## config.mk

```make
export PLATFORM = sky130hd
export DESIGN_NAME = spi_act_out_rx_sched_flat
export DESIGN_NICKNAME = d
export VERILOG_FILES = /design/src/rtl/spi_ctrl_pkg.sv /design/src/rtl/spi_act_out_rx_sched_if.sv /design/src/rtl/cycle_timer.sv /design/src/rtl/spi_act_out_rx_sched.sv /design/src/flat_wrapper.sv
export SDC_FILE = /design/constraint.sdc
export NUM_CORES = 1
export LEC_CHECK = 0
export ABC_AREA = 1
export ABC_CLOCK_PERIOD_IN_PS = 4700
export CAP_MARGIN = 20
export CORE_MARGIN = 5
export CORE_UTILIZATION = 57
export CTS_CLUSTER_SIZE = 24
export DETAILED_ROUTE_END_ITERATION = 8
export PLACE_DENSITY = 0.83
export RECOVER_POWER = 100
export SLEW_MARGIN = 10
export SYNTH_ARGS = -nofsm -noshare
export SYNTH_HDL_FRONTEND = slang
export SYNTH_SLANG_ARGS = --single-unit
export TNS_END_PERCENT = 5
```

## constraint.sdc

```tcl
create_clock -name clk -period 4.7 [get_ports clk]
set_clock_uncertainty 0.05 [all_clocks]
set_input_delay 0.94 -clock clk [delete_from_list [all_inputs] [get_ports clk]]
set_output_delay 0.94 -clock clk [all_outputs]
set_load 0.02 [all_outputs]
```

## src/rtl/spi_ctrl_pkg.sv

```systemverilog
// Shared definitions for the SPI activation-readback sequencer: state encoding,
// default command/dummy bytes and chip-select timing.
package spi_ctrl_pkg;

    typedef logic [2:0] state_t;

    localparam state_t StIdle     = 3'd0;
    localparam state_t StSetup    = 3'd1;
    localparam state_t StCmd      = 3'd2;
    localparam state_t StCmdWait  = 3'd3;
    localparam state_t StData     = 3'd4;
    localparam state_t StDataWait = 3'd5;
    localparam state_t StHold     = 3'd6;
    localparam state_t StDone     = 3'd7;

    localparam logic [7:0]  CmdReadDefault   = 8'h0B;
    localparam logic [7:0]  DummyByteDefault = 8'h00;
    localparam int unsigned CsSetupDefault   = 2;

    // Chip-select is held low from SETUP through HOLD; it is already high in DONE.
    function automatic logic cs_active(input state_t s);
        return (s != StIdle) && (s != StDone);
    endfunction

    function automatic logic rx_stage(input state_t s);
        return (s == StData) || (s == StDataWait);
    endfunction

endpackage

```

## src/rtl/spi_act_out_rx_sched_if.sv

```systemverilog
// Host, SPI master and RX FIFO signals seen by the readback sequencer.
interface spi_act_out_rx_sched_if #(
    parameter int unsigned DATA_WIDTH = 8,
    parameter int unsigned CNT_WIDTH  = 16
);
    logic                  start;
    logic [CNT_WIDTH-1:0]  word_count;
    logic                  busy;
    logic                  done;
    logic                  spi_tx_ready;
    logic                  spi_tx_valid;
    logic [DATA_WIDTH-1:0] spi_tx_data;
    logic                  spi_rx_data_valid;
    logic                  spi_cs_n;
    logic                  fifo_almost_full;
    logic                  fifo_full;
    logic                  act_out_rx_stage;
    logic [CNT_WIDTH-1:0]  rx_count;
    logic                  overflow;

    modport master (
        input  start, word_count, spi_tx_ready, spi_rx_data_valid, fifo_almost_full, fifo_full,
        output busy, done, spi_tx_valid, spi_tx_data, spi_cs_n, act_out_rx_stage, rx_count,
        overflow
    );

    modport slave (
        output start, word_count, spi_tx_ready, spi_rx_data_valid, fifo_almost_full, fifo_full,
        input  busy, done, spi_tx_valid, spi_tx_data, spi_cs_n, act_out_rx_stage, rx_count,
        overflow
    );

endinterface

```

## src/rtl/cycle_timer.sv

```systemverilog
// Load/expire down-counter used to time chip-select setup and hold.
module cycle_timer #(
    parameter int unsigned Width = 8
) (
    input  logic             clk,
    input  logic             rst_n,
    input  logic             load_i,
    input  logic [Width-1:0] value_i,
    output logic             expire_o
);

    logic [Width-1:0] cnt_q, cnt_d;

    always_comb begin
        cnt_d = cnt_q;
        if (load_i) begin
            cnt_d = value_i;
        end else if (cnt_q != '0) begin
            cnt_d = cnt_q - Width'(1);
        end
    end

    always_ff @(posedge clk or negedge rst_n) begin
        if (!rst_n) begin
            cnt_q <= '0;
        end else begin
            cnt_q <= cnt_d;
        end
    end

    // A load of N expires in the Nth cycle after loading; a load of 0 behaves like 1.
    assign expire_o = (cnt_q <= Width'(1));

endmodule

```

## src/rtl/spi_act_out_rx_sched.sv

```systemverilog
// Frames an SPI read burst (command byte, then one dummy per data word) and opens the
// RX FIFO write stage only for the data bytes, throttling dummies on FIFO fill level.
module spi_act_out_rx_sched
    import spi_ctrl_pkg::*;
#(
    parameter int unsigned          DATA_WIDTH = 8,
    parameter int unsigned          CNT_WIDTH  = 16,
    parameter logic [DATA_WIDTH-1:0] CMD_READ   = DATA_WIDTH'(CmdReadDefault),
    parameter logic [DATA_WIDTH-1:0] DUMMY_BYTE = DATA_WIDTH'(DummyByteDefault),
    parameter int unsigned          CS_SETUP   = CsSetupDefault
) (
    input logic                    clk,
    input logic                    rst_n,
    spi_act_out_rx_sched_if.master bus
);

    localparam int unsigned TimerWidth = 8;

    state_t                state_q, state_d;
    logic [CNT_WIDTH-1:0]  wc_q, wc_d;
    logic [CNT_WIDTH-1:0]  rx_count_q, rx_count_d;
    logic [CNT_WIDTH-1:0]  rx_count_inc;
    logic [DATA_WIDTH-1:0] tx_data_q, tx_data_d;
    logic                  tx_valid_q, tx_valid_d;
    logic                  overflow_q, overflow_d;
    logic                  busy_q, done_q, cs_n_q, stage_q;
    logic                  timer_load, timer_expire;

    cycle_timer #(
        .Width(TimerWidth)
    ) u_cycle_timer (
        .clk     (clk),
        .rst_n   (rst_n),
        .load_i  (timer_load),
        .value_i (TimerWidth'(CS_SETUP)),
        .expire_o(timer_expire)
    );

    assign rx_count_inc = rx_count_q + CNT_WIDTH'(1);

    always_comb begin
        state_d    = state_q;
        wc_d       = wc_q;
        rx_count_d = rx_count_q;
        tx_valid_d = 1'b0;
        tx_data_d  = tx_data_q;
        overflow_d = overflow_q;
        timer_load = 1'b0;

        if (bus.spi_rx_data_valid && stage_q && bus.fifo_full) begin
            overflow_d = 1'b1;
        end

        unique case (state_q)
            StIdle: begin
                if (bus.start) begin
                    state_d    = StSetup;
                    wc_d       = bus.word_count;
                    rx_count_d = '0;
                    overflow_d = 1'b0;
                    timer_load = 1'b1;
                end
            end
            StSetup: begin
                if (timer_expire) begin
                    state_d = StCmd;
                end
            end
            StCmd: begin
                if (bus.spi_tx_ready) begin
                    tx_valid_d = 1'b1;
                    tx_data_d  = CMD_READ;
                    state_d    = StCmdWait;
                end
            end
            StCmdWait: begin
                // The command-phase byte completes outside the stage window.
                if (bus.spi_rx_data_valid) begin
                    if (wc_q != '0) begin
                        state_d = StData;
                    end else begin
                        state_d    = StHold;
                        timer_load = 1'b1;
                    end
                end
            end
            StData: begin
                if (bus.spi_tx_ready && !bus.fifo_almost_full) begin
                    tx_valid_d = 1'b1;
                    tx_data_d  = DUMMY_BYTE;
                    state_d    = StDataWait;
                end
            end
            StDataWait: begin
                if (bus.spi_rx_data_valid) begin
                    rx_count_d = rx_count_inc;
                    if (rx_count_inc == wc_q) begin
                        state_d    = StHold;
                        timer_load = 1'b1;
                    end else begin
                        state_d = StData;
                    end
                end
            end
            StHold: begin
                if (timer_expire) begin
                    state_d = StDone;
                end
            end
            StDone: begin
                state_d = StIdle;
            end
            default: begin
                state_d = StIdle;
            end
        endcase
    end

    // Outputs are registered from the next state so they line up with the state itself.
    always_ff @(posedge clk or negedge rst_n) begin
        if (!rst_n) begin
            state_q    <= StIdle;
            wc_q       <= '0;
            rx_count_q <= '0;
            tx_valid_q <= 1'b0;
            tx_data_q  <= '0;
            overflow_q <= 1'b0;
            busy_q     <= 1'b0;
            done_q     <= 1'b0;
            cs_n_q     <= 1'b1;
            stage_q    <= 1'b0;
        end else begin
            state_q    <= state_d;
            wc_q       <= wc_d;
            rx_count_q <= rx_count_d;
            tx_valid_q <= tx_valid_d;
            tx_data_q  <= tx_data_d;
            overflow_q <= overflow_d;
            busy_q     <= (state_d != StIdle);
            done_q     <= (state_d == StDone);
            cs_n_q     <= !cs_active(state_d);
            stage_q    <= rx_stage(state_d);
        end
    end

    assign bus.busy             = busy_q;
    assign bus.done             = done_q;
    assign bus.spi_tx_valid     = tx_valid_q;
    assign bus.spi_tx_data      = tx_data_q;
    assign bus.spi_cs_n         = cs_n_q;
    assign bus.act_out_rx_stage = stage_q;
    assign bus.rx_count         = rx_count_q;
    assign bus.overflow         = overflow_q;

endmodule

```

## src/flat_wrapper.sv

```systemverilog
// flat-port wrapper written by rule: the top's interface ports become plain ports
module spi_act_out_rx_sched_flat import spi_ctrl_pkg::*;
#(
    parameter int unsigned          DATA_WIDTH = 8,
    parameter int unsigned          CNT_WIDTH  = 16,
    parameter logic [DATA_WIDTH-1:0] CMD_READ   = DATA_WIDTH'(CmdReadDefault),
    parameter logic [DATA_WIDTH-1:0] DUMMY_BYTE = DATA_WIDTH'(DummyByteDefault),
    parameter int unsigned          CS_SETUP   = CsSetupDefault
)
  (clk, rst_n, bus_start, bus_word_count, bus_spi_tx_ready, bus_spi_rx_data_valid, bus_fifo_almost_full, bus_fifo_full, bus_busy, bus_done, bus_spi_tx_valid, bus_spi_tx_data, bus_spi_cs_n, bus_act_out_rx_stage, bus_rx_count, bus_overflow);
  spi_act_out_rx_sched_if #(.DATA_WIDTH(DATA_WIDTH), .CNT_WIDTH(CNT_WIDTH)) bus_i ();
  input logic clk;
  input logic rst_n;
  input wire logic [$bits(bus_i.start)-1:0] bus_start;
  input wire logic [$bits(bus_i.word_count)-1:0] bus_word_count;
  input wire logic [$bits(bus_i.spi_tx_ready)-1:0] bus_spi_tx_ready;
  input wire logic [$bits(bus_i.spi_rx_data_valid)-1:0] bus_spi_rx_data_valid;
  input wire logic [$bits(bus_i.fifo_almost_full)-1:0] bus_fifo_almost_full;
  input wire logic [$bits(bus_i.fifo_full)-1:0] bus_fifo_full;
  output wire logic [$bits(bus_i.busy)-1:0] bus_busy;
  output wire logic [$bits(bus_i.done)-1:0] bus_done;
  output wire logic [$bits(bus_i.spi_tx_valid)-1:0] bus_spi_tx_valid;
  output wire logic [$bits(bus_i.spi_tx_data)-1:0] bus_spi_tx_data;
  output wire logic [$bits(bus_i.spi_cs_n)-1:0] bus_spi_cs_n;
  output wire logic [$bits(bus_i.act_out_rx_stage)-1:0] bus_act_out_rx_stage;
  output wire logic [$bits(bus_i.rx_count)-1:0] bus_rx_count;
  output wire logic [$bits(bus_i.overflow)-1:0] bus_overflow;
  assign bus_i.start = bus_start;
  assign bus_i.word_count = bus_word_count;
  assign bus_i.spi_tx_ready = bus_spi_tx_ready;
  assign bus_i.spi_rx_data_valid = bus_spi_rx_data_valid;
  assign bus_i.fifo_almost_full = bus_fifo_almost_full;
  assign bus_i.fifo_full = bus_fifo_full;
  assign bus_busy = bus_i.busy;
  assign bus_done = bus_i.done;
  assign bus_spi_tx_valid = bus_i.spi_tx_valid;
  assign bus_spi_tx_data = bus_i.spi_tx_data;
  assign bus_spi_cs_n = bus_i.spi_cs_n;
  assign bus_act_out_rx_stage = bus_i.act_out_rx_stage;
  assign bus_rx_count = bus_i.rx_count;
  assign bus_overflow = bus_i.overflow;
  spi_act_out_rx_sched #(.DATA_WIDTH(DATA_WIDTH), .CNT_WIDTH(CNT_WIDTH), .CMD_READ(CMD_READ), .DUMMY_BYTE(DUMMY_BYTE), .CS_SETUP(CS_SETUP)) u_core (.clk(clk), .rst_n(rst_n), .bus(bus_i));
endmodule
```

Word level (Yosys, flattened, before mapping)
Cells that the tools add are included.

Register bits after elaboration: 57. Bits of input ports: 23. Output and inout port bits: 30. Logic and storage cells: 77.

$add $sub $neg: 2. Order comparisons: 1. Equal/unequal tests: 16. Muxes and demuxes: 30. Reductions and logical operators: 17.

Operator list (number): $mux W16 (2); $mux W8 (4); $pmux W16 S2 (1); $pmux W3 S8 (1); $eq A3 B3 Y1 const B (7); $mux W3 (7); $add A16 B1 Y16 const B (1); $eq A16 B16 Y1 (1); $pmux W8 S2 (1); $reduce_bool A16 Y1 (1); $mux W1 (10); $le A8 B1 Y1 const B (1); $reduce_bool A8 Y1 (1); $sub A8 B1 Y8 const B (1); $eq A3 B2 Y1 const B (2); $ne A2 B2 Y1 const B (3); $reduce_and A3 Y1 (2); $reduce_bool A2 Y1 (3); $logic_and A1 B1 Y1 (4); $mux W2 (2); $eq A3 B1 Y1 const B (1); $logic_not A3 Y1 (1); $ne A3 B3 Y1 const B (1); $pmux W1 S3 (1); 6 further kinds (7).

Longest topological paths before layout
Gate-level depths: netlist of run 1.

Word-level depth: 8. Mapped depth: 15. Gate-level depth less buffers: 15.

Hierarchy
Synthesis of run 1 repeated with hierarchy kept, for this count alone.

Cell total of the unflattened synthesis: 415. Area total of the unflattened synthesis: 3010.4 sq um.

Modules (own cells, without submodules): spi_act_out_rx_sched (instances 1, cells an instance 332, area an instance 2448.6 sq um, sequential area each 1052.3 sq um); cycle_timer (instances 1, cells an instance 83, area an instance 561.8 sq um, sequential area each 200.2 sq um).

Least setup slack after synthesis of run 1
OpenSTA, ideal clock, no wires.

Kind: input port to flip-flop. Start point: in bus_spi_rx_data_valid. End point: reg u_core.u_cycle_timer.cnt_q[2]. Setup time: 0.122 ns. Data arrival time: 1.861 ns. Data required time: 4.528 ns. Setup slack: 2.666 ns. Stages on the path: 8. Buffers on the path: 1. Cell sequence: inv_1 -> nor2_2 -> inv_1 -> clkbuf_1 -> o21ai_0 -> nand2_2 -> nand2_4 -> nor2_2.

Longest elaborated chain between the ends: 3. Elaborated cells between the ends (all ways): 5. Classes of those cells: 4 x mux; 1 x reduce/logical.

RTL lines: start: declaration (RTL line flat_wrapper.sv:17) `input wire logic [$bits(bus_i.spi_rx_data_valid)-1:0] bus_spi_rx_data_valid;`; $mux W1 (on tied branches) (RTL line spi_act_out_rx_sched.sv:95, spi_act_out_rx_sched.sv:78); $pmux W1 S3 * (RTL line spi_act_out_rx_sched.sv:54) `unique case (state_q)`; $mux W8 or $reduce_bool A2 Y1 (tied branches); end signal: assignment (RTL line cycle_timer.sv:27) `cnt_q <= cnt_d;`; end: declaration (RTL line cycle_timer.sv:12) `logic [Width-1:0] cnt_q, cnt_d;`.

Mark *: on every way between the ends. The rest lies on a longest branch, timed or not. A chain may end at the register's enable or synchronous reset.

Worst setup path after layout of run 1
Start point: in bus_spi_rx_data_valid. End point: reg u_core.rx_count_q[5], in the netlist u_core.bus.rx_count[5].

Longest elaborated chain between the ends: 2.

RTL lines: $ne A2 B2 Y1 (no line); $reduce_and A3 Y1 (no line); end signal: assignment (RTL line spi_act_out_rx_sched.sv:135) `rx_count_q <= rx_count_d;`; end: declaration (RTL line spi_act_out_rx_sched.sv:21) `logic [CNT_WIDTH-1:0] rx_count_q, rx_count_d;`.

No other way between the ends.

==> results of run 1 <==
## area by class of cell
class                   count  share of cell area (%)
repair buffers             48                    13.0
multi-input cells         302                    41.1
well taps                  70                    2.43
flip-flops and latches     50                    34.7
clock buffers               5                    1.91
clock inverters             3                    1.11
inverters                  56                    5.82
## synth_stat cells, drive strengths merged
cell / number / share of area (%)
a21oi: 22 / 3.7
buf: 9 / 2.0
clkbuf: 4 / 0.50
conb: 1 / 0.12
dfrtp: 49 / 41
dfstp: 1 / 0.87
ha: 3 / 1.2
inv: 56 / 7.0
nand2: 98 / 13
nand3: 49 / 8.6
nand3b: 4 / 1.0
nand4: 12 / 2.5
nor2: 68 / 10
nor3: 4 / 0.66
nor4: 2 / 0.41
o2111ai: 1 / 0.29
o211ai: 1 / 0.25
o21ai: 19 / 3.2
o21bai: 2 / 0.62
o22ai: 7 / 1.5
xnor2: 2 / 0.58
xor2: 3 / 0.87
## layer usage
metal	GRT usage [%]	share of wire, %
met1	32.4	44
met2	38.9	48
met3	5.42	6.6
met4	5.56	1.4
met5	0	0
## cell usage in the layout, fill, tap and decap left out
cell,count
sky130_fd_sc_hd__nand2_4,1
sky130_fd_sc_hd__nor3_1,4
sky130_fd_sc_hd__a21oi_1,22
sky130_fd_sc_hd__dfrtp_1,49
sky130_fd_sc_hd__o21bai_1,1
sky130_fd_sc_hd__nand2_2,5
sky130_fd_sc_hd__clkinv_2,2
sky130_fd_sc_hd__o2111ai_1,1
sky130_fd_sc_hd__dfstp_2,1
sky130_fd_sc_hd__o211ai_1,1
sky130_fd_sc_hd__nor2_1,55
sky130_fd_sc_hd__nand4_1,12
sky130_fd_sc_hd__dlygate4sd3_1,28
sky130_fd_sc_hd__clkdlybuf4s50_1,18
sky130_fd_sc_hd__clkbuf_1,2
sky130_fd_sc_hd__nor2_4,5
sky130_fd_sc_hd__conb_1,5
sky130_fd_sc_hd__nor2_2,8
sky130_fd_sc_hd__inv_2,1
sky130_fd_sc_hd__o21bai_2,1
sky130_fd_sc_hd__xor2_1,3
sky130_fd_sc_hd__o21ai_1,1
sky130_fd_sc_hd__nand3b_1,4
sky130_fd_sc_hd__clkbuf_8,5
sky130_fd_sc_hd__bufinv_16,1
sky130_fd_sc_hd__nand3_1,46
sky130_fd_sc_hd__o21ai_0,18
sky130_fd_sc_hd__nand2_1,92
sky130_fd_sc_hd__xnor2_1,2
sky130_fd_sc_hd__ha_1,3
sky130_fd_sc_hd__nor4_1,2
sky130_fd_sc_hd__nand3_2,3
sky130_fd_sc_hd__inv_1,55
sky130_fd_sc_hd__o22ai_1,7
## sequential cells by signal, indices dropped and copies added (netlist names)
signal,count
u_core.bus.spi_cs_n,1
u_core.bus.spi_tx_valid,1
u_core.bus.overflow,1
u_core.u_cycle_timer.cnt_q,8
u_core.bus.act_out_rx_stage,1
u_core.bus.rx_count,16
u_core.state_q,3
u_core.bus.done,1
u_core.wc_q,16
u_core.bus.spi_tx_data,1
u_core.bus.busy,1
## power by group through the flow
stage / clock, mW / sequential, mW / combinational, mW
floorplan: 0 / 0.700 / 0.414
global placement: 0 / 0.649 / 0.708
detailed placement: 0 / 0.652 / 0.727
CTS: 0.304 / 0.646 / 0.728
global route: 0.324 / 0.661 / 0.790
finish: 0.302 / 0.644 / 0.704
## kinds of logic after synthesis
logic type | synth area share (%)
DFF | 41.5
buffers and inverters | 9.50
and+or+nand+nor | 36.7
xor gates and xnor gates | 1.45
adders and majority gates | 1.24
AOI/OAI and AO/OA | 9.42
other | 0.124
## worst max-delay path by stage
stage                                                endpoint  cells past startpoint                  start
floorplan           u_core.u_cycle_timer.cnt_q[2]$_DFFE_PN0P_                      8  bus_spi_rx_data_valid
global placement           u_core.bus.rx_count[3]$_DFFE_PN0P_                      4              bus_start
detailed placement         u_core.bus.rx_count[6]$_DFFE_PN0P_                      4              bus_start
CTS                        u_core.bus.rx_count[6]$_DFFE_PN0P_                      4              bus_start
global route            u_core.bus.act_out_rx_stage$_DFF_PN0_                      1                  rst_n
finish                     u_core.bus.rx_count[5]$_DFFE_PN0P_                      6  bus_spi_rx_data_valid
## worst min-delay path, cell delays in order, from the launching register on
cell and delay (ps):
sky130_fd_sc_hd__dfrtp_1 350, sky130_fd_sc_hd__o21ai_0 80, sky130_fd_sc_hd__inv_1 50
==> impl_results.html, run 1 <==
<table>
<tr><th>Metric</th><th>Value</th></tr>
<tr><th colspan="2">Floorplanning</th></tr>
<tr><td>Area of the die</td><td>6850 µm²</td></tr>
<tr><td>CORE AREA</td><td>5140 µm²</td></tr>
<tr><td>Die height</td><td>82.8 µm</td></tr>
<tr><td>Initial cell density of the core</td><td>58.7%</td></tr>
<tr><td>Row count</td><td>26</td></tr>
<tr><td>Die outline width</td><td>82.8 µm</td></tr>
<tr><td>Top-level I/O count</td><td>53</td></tr>
<tr><th colspan="2">GRT</th></tr>
<tr><td>Global-route wire length before repair</td><td>12.5 mm</td></tr>
<tr><td>Pin count of the biggest net entering global routing</td><td>51</td></tr>
<tr><td>Initial antenna violation count</td><td>0</td></tr>
<tr><td>GR Util All Layers</td><td>23.9%</td></tr>
<tr><td>Total congestion overflow</td><td>0</td></tr>
<tr><td>Vias in the first global route</td><td>2,697</td></tr>
<tr><th colspan="2">Setup path</th></tr>
<tr><td>Type of the setup path with the least slack</td><td>primary input to register</td></tr>
<tr><td>Crit Reg-Reg Endpoint</td><td>u_core.bus.rx_count[5]$_DFFE_PN0P_</td></tr>
<tr><td>Depth of the worst register-to-register path</td><td>6</td></tr>
<tr><td>Critical path's slowest cell</td><td>sky130_fd_sc_hd__dlygate4sd3_1</td></tr>
<tr><td>Peak fanout along the critical path</td><td>15</td></tr>
<tr><td>Critical path buffers and inverters</td><td>3</td></tr>
<tr><td>Critical path cell sequence</td><td>dlygate4sd3_1, inv_1, nor2_1, inv_1, nand2_1, o21ai_0</td></tr>
<tr><td>Required time worst endpoint</td><td>4820 ps</td></tr>
<tr><td>Worst-case register-to-register setup slack</td><td>2170 ps</td></tr>
<tr><td>Capturing element type of the critical path</td><td>register</td></tr>
<tr><td>Cell repeated most along the worst path</td><td>sky130_fd_sc_hd__inv_1</td></tr>
<tr><td>Worst reg2reg startpoint</td><td>u_core.state_q[1]$_DFF_PN0_</td></tr>
<tr><td>Top Family by Delay on Critical Path</td><td>simple AND/OR/NAND/NOR gates</td></tr>
<tr><td>Worst path max stage delay</td><td>600 ps</td></tr>
<tr><td>Arrival time of data at the critical path endpoint</td><td>3300 ps</td></tr>
<tr><td>Kind of start point of the critical path</td><td>primary input</td></tr>
<tr><th colspan="2">STA</th></tr>
<tr><td>Final setup fails</td><td>0</td></tr>
<tr><td>Worst-Margin Slew</td><td>2630 ps</td></tr>
<tr><td>Final Slew Violations</td><td>51</td></tr>
<tr><td>Max Clock Freq</td><td>315 MHz</td></tr>
<tr><td>Setup TNS after final layout</td><td>0 ps</td></tr>
<tr><td>Post-route fraction of the period consumed by the critical path</td><td>67.6%</td></tr>
<tr><td>Final-layout worst hold slack</td><td>460 ps</td></tr>
<tr><td>Final WS setup</td><td>1520 ps</td></tr>
<tr><td>Headroom to the max-slew limit</td><td>-75.1%</td></tr>
<tr><td>Shortest clock period the worst path allows after layout</td><td>3180 ps</td></tr>
<tr><td>Setup repair after global routing missed its margin</td><td>false</td></tr>
<tr><td>Final Hold Viols</td><td>0</td></tr>
<tr><th colspan="2">Routing</th></tr>
<tr><td>DRC violation count after routing</td><td>0</td></tr>
<tr><td>Via density per instance</td><td>5.44</td></tr>
<tr><td>Vias</td><td>2,906</td></tr>
<tr><td>Routed length per placed instance</td><td>14.0 µm</td></tr>
<tr><td>Total wire length after detailed routing</td><td>7.48 mm</td></tr>
<tr><td>Number of detailed-route iterations in the first pass</td><td>5</td></tr>
<tr><td>Detail Route Antenna Nets</td><td>0</td></tr>
<tr><td>Drt initial violations</td><td>280</td></tr>
<tr><th colspan="2">Clocking</th></tr>
<tr><td>Buffer depth of the longest clock path</td><td>2</td></tr>
<tr><td>Post-CTS repair timing setup buffer count</td><td>0</td></tr>
<tr><td>Post-CTS resize count</td><td>0</td></tr>
<tr><td>Post-CTS Hold Buffers</td><td>0</td></tr>
<tr><td>Number of clock buffers inserted by TritonCTS</td><td>5</td></tr>
<tr><td>CTS H-tree depth</td><td>2</td></tr>
<tr><td>Worst-Skew Late Latency</td><td>310 ps</td></tr>
<tr><td>Library cell used as clock root buffer</td><td>sky130_fd_sc_hd__clkbuf_8</td></tr>
<tr><td>Clock slew at the register clock pins of the worst setup and hold paths</td><td>90 ps</td></tr>
<tr><td>CTS tree</td><td>built</td></tr>
<tr><td>TritonCTS Sinks</td><td>50</td></tr>
<tr><th colspan="2">Synthesis</th></tr>
<tr><td>Sequential fraction of the synthesis area</td><td>41.5%</td></tr>
<tr><td>Total of flip-flops plus latches after synthesis</td><td>50</td></tr>
<tr><td>Number of distinct standard cells referenced by the synthesized netlist</td><td>32</td></tr>
<tr><td>Post-synthesis cell count</td><td>417</td></tr>
<tr><td>Average footprint of a synthesized cell</td><td>7.23 µm²</td></tr>
<tr><td>Mapped cell area</td><td>3020 µm²</td></tr>
<tr><td>Synth Warn #</td><td>0</td></tr>
<tr><th colspan="2">Status</th></tr>
<tr><td>Status</td><td>finished, violations left</td></tr>
<tr><td>Violations in the final reports</td><td>max-capacitance violations, max-slew violations</td></tr>
<tr><th colspan="2">Finish</th></tr>
<tr><td>Layout net count</td><td>489</td></tr>
<tr><td>Util after Layout</td><td>70.2%</td></tr>
<tr><td>Fraction of final layout cells with drive strength greater than 1</td><td>7.11%</td></tr>
<tr><td>Storage cell area</td><td>1250 µm²</td></tr>
<tr><td>Post-layout instance area</td><td>3610 µm²</td></tr>
<tr><td>Area grow syn2layout</td><td>19.7%</td></tr>
<tr><td>Antenna diode count</td><td>0</td></tr>
<tr><td>Footprint of the multi-input gates</td><td>1480 µm²</td></tr>
<tr><td>Fill cell count</td><td>457</td></tr>
<tr><td>Final cell count without fillers</td><td>534</td></tr>
<tr><th colspan="2">Placed design</th></tr>
<tr><td>DPL Wire Length</td><td>5.78 mm</td></tr>
<tr><td>Standard cell area after detailed placement</td><td>3520 µm²</td></tr>
<tr><td>GP Congestion</td><td>0.921</td></tr>
<tr><td>Worst-case setup slack after placement</td><td>1620 ps</td></tr>
<tr><td>PortBufs</td><td>47</td></tr>
<tr><td>Placed Cells incl. Taps</td><td>526</td></tr>
<tr><th colspan="2">Power and ir drop</th></tr>
<tr><td>Final Power</td><td>1.65 mW</td></tr>
<tr><td>Static power due to leakage</td><td>1.72 nW</td></tr>
<tr><td>Worst vdd rail ir drop</td><td>0.338 mV</td></tr>
<tr><td>Proportion of total power due to net switching</td><td>42.1%</td></tr>
<tr><td>Seq pwr share</td><td>39.0%</td></tr>
<tr><td>Clock share of power</td><td>18.3%</td></tr>
<tr><td>Switching power</td><td>0.695 mW</td></tr>
<tr><td>Pint</td><td>0.956 mW</td></tr>
<tr><td>Power density of the placed cells</td><td>457 nW/µm²</td></tr>
<tr><td>Combinational fraction of design power</td><td>42.7%</td></tr>
<tr><th colspan="2">Worst hold path</th></tr>
<tr><td>Path type of the worst min-delay path</td><td>register to register</td></tr>
<tr><td>Hold path cells</td><td>2</td></tr>
<tr><td>Beginning of the worst hold path</td><td>u_core.bus.overflow$_DFF_PN0_</td></tr>
<tr><td>Worst Hold Path EP</td><td>u_core.bus.overflow$_DFF_PN0_</td></tr>
<tr><th colspan="2">Flow run</th></tr>
<tr><td>Max-Cap Viols</td><td>1</td></tr>
</table>
Note: power is estimated with default switching activity, not from simulation.
==> inputs of run 2 (changes only) <==
Settings changed: ABC_CLOCK_PERIOD_IN_PS 4700 to 2600, CORE_UTILIZATION 57 to 48, PLACE_DENSITY 0.83 to 0.75.
Clock period 4.7 ns to 2.6 ns, I/O delays scaled along.
==> impl_results.html, run 2 (synthesis results as in run 1) <==
<table>
<tr><th>Metric</th><th>Value</th></tr>
<tr><th colspan="2">Routing</th></tr>
<tr><td>Via density per instance</td><td>5.29</td></tr>
<tr><td>Vias</td><td>2,861</td></tr>
<tr><td>Drt initial violations</td><td>276</td></tr>
<tr><td>Detail Route Antenna Nets</td><td>0</td></tr>
<tr><td>Total wire length after detailed routing</td><td>7.64 mm</td></tr>
<tr><td>DRC violation count after routing</td><td>0</td></tr>
<tr><td>Number of detailed-route iterations in the first pass</td><td>5</td></tr>
<tr><td>Routed length per placed instance</td><td>14.1 µm</td></tr>
<tr><th colspan="2">Floorplanning</th></tr>
<tr><td>Top-level I/O count</td><td>53</td></tr>
<tr><td>CORE AREA</td><td>6030 µm²</td></tr>
<tr><td>Die outline width</td><td>89.3 µm</td></tr>
<tr><td>Area of the die</td><td>7970 µm²</td></tr>
<tr><td>Die height</td><td>89.3 µm</td></tr>
<tr><td>Initial cell density of the core</td><td>50.1%</td></tr>
<tr><td>Row count</td><td>28</td></tr>
<tr><th colspan="2">Placed design</th></tr>
<tr><td>GP Congestion</td><td>0.921</td></tr>
<tr><td>Worst-case setup slack after placement</td><td>245 ps</td></tr>
<tr><td>DPL Wire Length</td><td>5.78 mm</td></tr>
<tr><td>PortBufs</td><td>47</td></tr>
<tr><th colspan="2">Setup path</th></tr>
<tr><td>Peak fanout along the critical path</td><td>7</td></tr>
<tr><td>Worst-case register-to-register setup slack</td><td>350 ps</td></tr>
<tr><td>Kind of start point of the critical path</td><td>register</td></tr>
<tr><td>Arrival time of data at the critical path endpoint</td><td>2390 ps</td></tr>
<tr><td>Capturing element type of the critical path</td><td>register</td></tr>
<tr><td>Required time worst endpoint</td><td>2750 ps</td></tr>
<tr><td>Type of the setup path with the least slack</td><td>register to register</td></tr>
<tr><th colspan="2">STA</th></tr>
<tr><td>Final setup fails</td><td>0</td></tr>
<tr><td>Max Clock Freq</td><td>445 MHz</td></tr>
<tr><td>Final WS setup</td><td>355 ps</td></tr>
<tr><td>Setup TNS after final layout</td><td>0 ps</td></tr>
<tr><td>Shortest clock period the worst path allows after layout</td><td>2250 ps</td></tr>
<tr><td>Setup repair after global routing missed its margin</td><td>false</td></tr>
<tr><td>Final Hold Viols</td><td>0</td></tr>
<tr><td>Final Slew Violations</td><td>0</td></tr>
<tr><td>Post-route fraction of the period consumed by the critical path</td><td>86.4%</td></tr>
<tr><td>Worst-Margin Slew</td><td>1280 ps</td></tr>
<tr><td>Headroom to the max-slew limit</td><td>14.7%</td></tr>
<tr><th colspan="2">GRT</th></tr>
<tr><td>Total congestion overflow</td><td>0</td></tr>
<tr><td>Vias in the first global route</td><td>2,786</td></tr>
<tr><td>Initial antenna violation count</td><td>0</td></tr>
<tr><td>GR Util All Layers</td><td>20.8%</td></tr>
<tr><td>Global-route wire length before repair</td><td>12.9 mm</td></tr>
<tr><td>Pin count of the biggest net entering global routing</td><td>51</td></tr>
<tr><th colspan="2">Clocking</th></tr>
<tr><td>Post-CTS repair timing setup buffer count</td><td>0</td></tr>
<tr><td>TritonCTS Sinks</td><td>50</td></tr>
<tr><td>Buffer depth of the longest clock path</td><td>2</td></tr>
<tr><td>Post-CTS Hold Buffers</td><td>0</td></tr>
<tr><td>Post-CTS resize count</td><td>0</td></tr>
<tr><td>Library cell used as clock root buffer</td><td>sky130_fd_sc_hd__clkbuf_8</td></tr>
<tr><td>Number of clock buffers inserted by TritonCTS</td><td>5</td></tr>
<tr><td>Worst-Skew Late Latency</td><td>310 ps</td></tr>
<tr><td>CTS H-tree depth</td><td>2</td></tr>
<tr><td>Clock slew at the register clock pins of the worst setup and hold paths</td><td>90 ps</td></tr>
<tr><td>CTS tree</td><td>built</td></tr>
<tr><th colspan="2">Power and ir drop</th></tr>
<tr><td>Power density of the placed cells</td><td>800 nW/µm²</td></tr>
<tr><td>Final Power</td><td>2.88 mW</td></tr>
<tr><td>Static power due to leakage</td><td>1.71 nW</td></tr>
<tr><td>Worst vdd rail ir drop</td><td>0.419 mV</td></tr>
<tr><th colspan="2">Finish</th></tr>
<tr><td>Most common library cell in the layout ignoring fill and taps</td><td>sky130_fd_sc_hd__nand2_1</td></tr>
<tr><td>Area grow syn2layout</td><td>19.4%</td></tr>
<tr><td>Antenna diode count</td><td>0</td></tr>
<tr><td>Most frequent cells in the layout</td><td>sky130_fd_sc_hd__nand2_1 (92), sky130_fd_sc_hd__inv_1 (55), sky130_fd_sc_hd__nor2_1 (55), sky130_fd_sc_hd__dfrtp_1 (49), sky130_fd_sc_hd__nand3_1 (46)</td></tr>
<tr><td>Fill cell count</td><td>571</td></tr>
<tr><td>Layout net count</td><td>491</td></tr>
<tr><td>Fraction of final layout cells with drive strength greater than 1</td><td>7.30%</td></tr>
<tr><th colspan="2">Worst hold path</th></tr>
<tr><td>Path type of the worst min-delay path</td><td>register to register</td></tr>
<tr><th colspan="2">Flow run</th></tr>
<tr><td>Max-Cap Viols</td><td>0</td></tr>
<tr><th colspan="2">Status</th></tr>
<tr><td>Status</td><td>finished clean</td></tr>
</table>
==> run 2: changes by cell type in the layout (fill, tap and decap cells not counted) <==
cell | before | now
sky130_fd_sc_hd__clkinv_2 | 2 | 0
sky130_fd_sc_hd__bufinv_16 | 1 | 0
sky130_fd_sc_hd__buf_2 | 0 | 1
sky130_fd_sc_hd__clkdlybuf4s50_1 | 18 | 19
sky130_fd_sc_hd__clkbuf_1 | 2 | 3
sky130_fd_sc_hd__dlygate4sd3_1 | 28 | 27
sky130_fd_sc_hd__buf_4 | 0 | 1
sky130_fd_sc_hd__clkbuf_2 | 0 | 2
==> run 2: area by class of cell <==
type / instances / area (µm²) / share of cell area, %
timing repair buffer: 50 / 483 / 13.4
tap: 75 / 93.8 / 2.61
clock buffer: 8 / 80.1 / 2.22
multi-input combinational: 302 / 1480 / 41.2
sequential: 50 / 1250 / 34.8
inverter: 56 / 210 / 5.84
==> run 2: critical path, stage by stage (launching register included) <==
cell and delay [ps]:
sky130_fd_sc_hd__dfrtp_1 430, sky130_fd_sc_hd__ha_1 220, sky130_fd_sc_hd__nand3_1 180, sky130_fd_sc_hd__nor2_4 210, sky130_fd_sc_hd__nand2_1 70, sky130_fd_sc_hd__nand2_1 110
sky130_fd_sc_hd__nor2_1 60, sky130_fd_sc_hd__nor2_1 110, sky130_fd_sc_hd__nand2_1 60, sky130_fd_sc_hd__nor2_1 100, sky130_fd_sc_hd__nand2_1 80, sky130_fd_sc_hd__o21bai_2 120
sky130_fd_sc_hd__nand2_1 90, sky130_fd_sc_hd__nand2_2 200, sky130_fd_sc_hd__nor2_2 50
==> run 2: where the power goes <==
group	leakage (nW)	internal [mW]	switching (mW)
Clock	0.0395	0.192	0.260
Sequential	0.561	0.949	0.219
Combinational	1.11	0.498	0.766
Total	1.71	1.64	1.24
==> run 2: worst paths after layout <==
| check | from | endpoint | cells past startpoint |
|---|---|---|---|
| worst min register to register | u_core.bus.overflow$_DFF_PN0_ | u_core.bus.overflow$_DFF_PN0_ | 2 |
| worst max-delay path | u_core.bus.rx_count[0]$_DFFE_PN0P_ | u_core.u_cycle_timer.cnt_q[4]$_DFFE_PN0P_ | 14 |
| max in group asynchronous | rst_n | u_core.u_cycle_timer.cnt_q[1]$_DFFE_PN0P_ | 2 |
| worst max register to register | u_core.bus.rx_count[0]$_DFFE_PN0P_ | u_core.u_cycle_timer.cnt_q[4]$_DFFE_PN0P_ | 14 |
| min in group asynchronous | rst_n | u_core.bus.rx_count[5]$_DFFE_PN0P_ | 2 |
| worst min-delay path | u_core.bus.overflow$_DFF_PN0_ | u_core.bus.overflow$_DFF_PN0_ | 2 |
==> run 2: layer usage <==
layer	track usage (%)	share of wire, %	up-vias
li1	-	-	1432
met1	27.5	44	1334
met2	35.0	48	84
met3	3.69	5.8	11
met4	5.82	1.4	0
met5	0	0	-
==> run 2: through the flow <==
stage	cells	utilization [%]	hold WS [ps]	area (µm²)
2_1_floorplan	421	-	174	3030
3_3_place_gp	533	58.7	439	3540
3_5_place_dp	533	58.7	452	3540
4_1_cts	541	60.0	295	3620
5_1_grt	541	59.8	503	3600
6_report	541	59.8	462	3600
